<file path="src/rtl/scoreboard_hazard_unit.sv">
// Pipeline hazard controller: per-register load countdown scoreboard, memory-miss freeze,
// and redirect hold. Define HAZARD_PERF_EN to add stall/flush performance counters.
module scoreboard_hazard_unit #(
    parameter int REG_AW      = 5,
    parameter int NREGS       = 32,
    parameter int NSTAGES     = 4,
    parameter int FLUSH_DEPTH = 3,
    parameter int LOAD_LAT    = 1,
    parameter int CNT_W       = 3
) (
    input  logic                CLK,
    input  logic                RST,
    input  logic                ihit,
    input  logic                dhit,
    input  logic                dmem_req,
    input  logic                dec_valid,
    input  logic [REG_AW-1:0]   dec_rs,
    input  logic [REG_AW-1:0]   dec_rt,
    input  logic                dec_rs_used,
    input  logic                dec_rt_used,
    input  logic [REG_AW-1:0]   dec_rd,
    input  logic                dec_wr,
    input  logic                dec_load,
    input  logic                redirect,
    output logic                pc_enable,
    output logic [NSTAGES-1:0]  stage_en,
    output logic [NSTAGES-1:0]  stage_flush,
    output logic                load_stall,
    output logic                redir_fire
`ifdef HAZARD_PERF_EN
    ,
    output logic [31:0]         perf_stall_cnt,
    output logic [31:0]         perf_flush_cnt
`endif
);

    logic                any_hit;
    logic                mem_busy;
    logic                rs_busy;
    logic                rt_busy;
    logic                load_stall_raw;
    logic                redir_fire_raw;
    logic                issue;
    logic                set_en;
    logic [NSTAGES-1:0]  en_raw;
    logic [NSTAGES-1:0]  flush_raw;
    logic                redir_pend_reg;
    logic [CNT_W-1:0]    sb_reg  [NREGS];
    logic [CNT_W-1:0]    sb_next [NREGS];

    assign any_hit  = ihit | dhit;
    assign mem_busy = dmem_req & ~dhit;

    // Register 0 is hardwired, so it can never be the source of a hazard.
    assign rs_busy = dec_rs_used && (dec_rs != '0) && (sb_reg[dec_rs] != '0);
    assign rt_busy = dec_rt_used && (dec_rt != '0) && (sb_reg[dec_rt] != '0);
    assign load_stall_raw = dec_valid & (rs_busy | rt_busy);

    assign redir_fire_raw = (redirect | redir_pend_reg) & ihit & ~mem_busy;

    genvar gi;
    generate
        for (gi = 0; gi < NSTAGES; gi++) begin : g_stage
            if (gi == 0) begin : g_fetch_en
                assign en_raw[gi] = ihit & ~load_stall_raw & ~mem_busy;
            end else begin : g_pipe_en
                assign en_raw[gi] = any_hit & ~mem_busy;
            end

            if (gi == NSTAGES - 1) begin : g_last_flush
                assign flush_raw[gi] = 1'b0;
            end else if (gi == 1) begin : g_bubble_flush
                // ID/EX also takes a bubble while decode is held by a load-use stall.
                if (gi < FLUSH_DEPTH) begin : g_redir
                    assign flush_raw[gi] = redir_fire_raw | (load_stall_raw & en_raw[1]);
                end else begin : g_noredir
                    assign flush_raw[gi] = load_stall_raw & en_raw[1];
                end
            end else if (gi < FLUSH_DEPTH) begin : g_redir_flush
                assign flush_raw[gi] = redir_fire_raw;
            end else begin : g_no_flush
                assign flush_raw[gi] = 1'b0;
            end
        end
    endgenerate

    assign issue  = en_raw[1] & dec_valid & ~load_stall_raw & ~redir_fire_raw;
    assign set_en = issue & dec_load & dec_wr & (dec_rd != '0);

    // Counters only advance when the ID/EX latch moves; a fresh load overrides the decrement.
    always_comb begin
        for (int i = 0; i < NREGS; i++) begin
            sb_next[i] = sb_reg[i];
            if (en_raw[1]) begin
                if (set_en && (dec_rd == REG_AW'(i))) begin
                    sb_next[i] = CNT_W'(LOAD_LAT);
                end else if (sb_reg[i] != '0) begin
                    sb_next[i] = sb_reg[i] - 1'b1;
                end
            end
        end
    end

    always_ff @(posedge CLK or posedge RST) begin
        if (RST) begin
            for (int i = 0; i < NREGS; i++) begin
                sb_reg[i] <= '0;
            end
        end else begin
            for (int i = 0; i < NREGS; i++) begin
                sb_reg[i] <= sb_next[i];
            end
        end
    end

    always_ff @(posedge CLK or posedge RST) begin
        if (RST) begin
            redir_pend_reg <= 1'b0;
        end else begin
            redir_pend_reg <= (redir_pend_reg | redirect) & ~redir_fire_raw;
        end
    end

    // Outputs are forced low for the whole time reset is held.
    assign pc_enable   = ~RST & (en_raw[0] | redir_fire_raw);
    assign stage_en    = RST ? '0 : en_raw;
    assign stage_flush = RST ? '0 : flush_raw;
    assign load_stall  = ~RST & load_stall_raw;
    assign redir_fire  = ~RST & redir_fire_raw;

`ifdef HAZARD_PERF_EN
    always_ff @(posedge CLK or posedge RST) begin
        if (RST) begin
            perf_stall_cnt <= '0;
            perf_flush_cnt <= '0;
        end else begin
            if (load_stall_raw & en_raw[1]) begin
                perf_stall_cnt <= perf_stall_cnt + 32'd1;
            end
            if (redir_fire_raw) begin
                perf_flush_cnt <= perf_flush_cnt + 32'd1;
            end
        end
    end
`endif

endmodule

</file>
<file path="config.mk">
export PLATFORM = sky130hd
export DESIGN_NAME = scoreboard_hazard_unit
export DESIGN_NICKNAME = d
export VERILOG_FILES = /design/src/rtl/scoreboard_hazard_unit.sv
export SDC_FILE = /design/constraint.sdc
export NUM_CORES = 1
export LEC_CHECK = 0
export CAP_MARGIN = 25
export CORE_AREA = 3 3 133 135
export CTS_BUF_LIST = sky130_fd_sc_hd__clkbuf_4
export CTS_CLUSTER_SIZE = 40
export DETAILED_ROUTE_END_ITERATION = 10
export DIE_AREA = 0 0 136 138
export SETUP_SLACK_MARGIN = 0.3
export SYNTH_ARGS = -nofsm -noshare
export SYNTH_HDL_FRONTEND = slang
export SYNTH_SLANG_ARGS = --single-unit
</file>
<file path="constraint.sdc">
create_clock -name CLK -period 2.7 [get_ports CLK]
set_input_delay 0.405 -clock CLK [delete_from_list [all_inputs] [get_ports CLK]]
set_output_delay 0.405 -clock CLK [all_outputs]
set_load 0.05 [all_outputs]
</file>
==> summary.md <==
| Metric | Value |
|---|---|
| Layout Utilization | `54.6%` |
| Io pins | `37` |
| Final HPWL from detailed placement | `12800 um` |
| Iter 0 DRT Violations | `300` |
| CP startpoint | `dec_rs[0]` |
| GRT Util Overall | `20.4%` |
| Via density | `between 5 and 6` |
| Min-Delay Endpoint | `redir_pend_reg` |
| Fmax | `306 MHz` |
| CP Class | `in2reg` |
| Synth cell count leaders | `inv_1 (101), dfrtp_1 (97), a21oi_1 (70)` |
| WL final | `18700 um` |
| Hold Path Class | `reg2reg` |
| Buffers added on ports | `35` |
| Async S/R FF share, synth | `100%` |
| Total CTS buffers | `9` |
| Post-Place Setup Slack | `-0.634 ns` |
| Vias in the first global route | `5949` |
| Status | `complete, but fails checks` |
| Number of flops mapped to enable cells by yosys | `0` |
| Top cell type's share of synthesized area | `roughly 37%` |
| Final setup fails | `slightly below 100` |
| Post-CTS Hold Fix Bufs | `0` |
| Num rows | `47` |
| Die Y | `138 um` |
| H-tree Lvls | `3` |
| Synth warn | `0` |
| GPL Wtd Cong | `roughly 0.89` |
| ANT nets after route | `0` |
| Period minus WS final | `around 3.3 ns` |
| Seq cells post-synth | `between 90 and 100` |
| Area Growth Syn to Fin | `37.5%` |
| Syn avg cell area | `between 8 and 9 um2` |
| FF-to-FF path depth | `18` |
| Die Wd | `136 um` |
| DR pass1 iterations | `5` |
| Synth cell types | `56` |
| Slew Limit Headroom | `58.3%` |
| Mapped Cells | `roughly 760` |
| Pin count of the biggest net entering global routing | `52` |
| Drt wl/cell | `approximately 16 um` |
| Clock skew | `roughly 0.023 ns` |
| Synthesized cell area | `approximately 6600 um2` |
| Global route overflow | `0` |
| Flop-to-flop setup slack | `-0.54 ns` |
| Post-route DRC | `0` |
| Multi-input logic area | `3970 um2` |
| Final nets | `1000` |
| Worst-Skew Late Latency | `roughly 0.48 ns` |
| First-pass GRT wire length | `30300 um` |
| P per Cell Area | `887 nW/um2` |
| Max FFs per register | `96` |
| Hold Crit Start | `redir_pend_reg` |
| Post-synthesis sequential area ratio | `36.8%` |
| CTS clk-pin slew, worst paths | `0.15 ns` |
| Fin. max-slew vios | `0` |
| Pleak | `between 4 and 5 nW` |
| Register area | `2430 um2` |
| CP Data Arrival Time | `3.64 ns` |
| Most frequent cell after synthesis | `inv_1` |
| Initial antenna violation count | `1` |
| CP endpoint kind | `flip-flop` |
| Via count | `approximately 6000` |
| Worst R2R Start | `sb_reg[33]` |
| WP data required | `3.07 ns` |
| MaxCap Viol Count | `0` |
| Peak VDD IR | `0.000569 V` |
| Total die area | `18800 um2` |
| Failing checks | `negative setup slack` |
| Area contributors post-synth | `dfrtp_1 (37%), ha_1 (12%), inv_1 (5.8%), a21oi_1 (5.3%), o21ai_0 (4.9%)` |
| Reg-to-Reg End | `sb_reg[66]` |
| Mapped Nets | `851` |
| CTS root buf | `clkbuf_4` |
| Type of origin of the critical path | `input pin` |
| Total Power | `8.04 mW` |
| Endpoints failing hold | `0` |
| TritonCTS clock tree | `yes` |
| Sink Count | `97` |
| Layout cells sized above 1 | `between 20% and 30%` |
| Critical path peak fanout | `14` |
| Initial Util | `39.7%` |
| Worst slew pin tran | `0.621 ns` |
| RSZ-0062 raised after global routing | `true` |
| Worst-case clock buffer depth | `2` |
| Final worst slack | `-0.569 ns` |
| Fill count | `approximately 1500` |
| Dominant register cell in the synthesized netlist | `dfrtp_1` |
| Core area | `approximately 17000 um2` |
| Worst Hold Depth | `3` |
| Final period utilization | `121%` |
| Yosys top cell by area | `dfrtp_1` |
-- report_power, final --
| group | total, mW | internal, mW | leakage [nW] | switching, mW |
|---|---|---|---|---|
| Clock | 0.667 | 0.185 | 0.0579 | 0.481 |
| Combinational | 4.60 | 2.28 | 3.21 | 2.32 |
| Sequential | 2.77 | 2.20 | 1.09 | 0.573 |
-- layout make-up --
cell class	count	share of cell area, %
Multi-Input combinational cell	532	43.8
Clock buffer	10	0.828
Inverter	101	4.22
Timing Repair Buffer	169	21.0
Clock inverter	4	0.249
Antenna cell	1	0.0276
Sequential cell	97	26.8
Tap cell	220	3.04
-- metal layers --
| layer | GRT usage, % | up-vias | share of wire [%] |
|---|---|---|---|
| met4 | 7.59 | 0 | 3.4 |
| met5 | 0 | - | 0 |
| met2 | 32.9 | 128 | 48 |
| met3 | 3.42 | 43 | 4.2 |
| li1 | - | 2960 | - |
| met1 | 27.5 | 2888 | 45 |
-- worst max-delay path: stages --
cell and delay [ns]:
clkdlybuf4s50_1 0.50, buf_12 0.16, buf_4 0.17, nor4_1 0.06
a211oi_1 0.33, o41ai_2 0.12, a221oi_2 0.31, buf_4 0.18
a31oi_4 0.04, buf_6 0.14, buf_6 0.10, buf_6 0.10
buf_6 0.11, buf_6 0.11, buf_8 0.12, buf_12 0.13
buf_6 0.11, buf_6 0.11, buf_16 0.14, a21o_1 0.17
-- cells by family after synthesis --
group	count (synthesis)	share of synthesized area, %
and+or+nand+nor	218	15.7
AOI/OAI and AO/OA	210	19.9
buffers and inverters	132	8.93
DFF	97	36.8
adders and majority gates	64	12.2
xor gates and xnor gates	32	4.25
muxes	7	2.20
other	1	0.0569
-- worst max path at each step --
stage	to	slack [ns]	cells past startpoint
after floorplan	pc_enable	-0.21	8
final	sb_reg[66]	-0.57	20
after detailed placement	pc_enable	-0.63	9
after global placement	pc_enable	-0.62	9
after CTS	pc_enable	-0.61	9
after global routing	pc_enable	-0.68	8
-- through the flow --
stage,instances,instance area [um2],hold WS [ns],setup TNS [ns]
2_1_floorplan,761,6700,0.509,-0.212
3_3_place_gp,1075,7890,0.552,-38.99
3_5_place_dp,1075,7890,0.553,-40.89
4_1_cts,1129,8870,0.581,-43.28
5_1_grt,1134,9060,0.614,-53.67
6_report,1134,9060,0.581,-42.92
-- timing repair --
item                                    in CTS  in global routing
pin swaps                                   12                 11
gates resized for setup                     91                 39
endpoints found under the setup margin      97                 97
setup buffers                               28                  3
cloned                                      12                  1
-- cells in the final DEF, fill, tap and decap left out, types with 3 or more instances in the layout --
cell	instances
dfrtp_1	97
xnor2_1	32
buf_16	11
a21o_1	32
nand3b_1	4
a21oi_1	7
buf_12	20
nand2b_1	5
nor3_1	48
inv_1	99
a21oi_2	62
buf_8	4
clkinv_2	3
clkdlybuf4s50_1	22
nor2_1	46
o221ai_1	3
o21ai_0	64
a31oi_1	4
nand2_1	69
nor2_2	3
a211oi_1	4
nor3_2	4
buf_6	21
a2111oi_2	4
clkbuf_4	10
buf_4	86
o41ai_2	3
nor4_1	11
mux4_2	6
ha_1	64
or3_1	4
No activity file was read; power rests on OpenSTA's default activity.
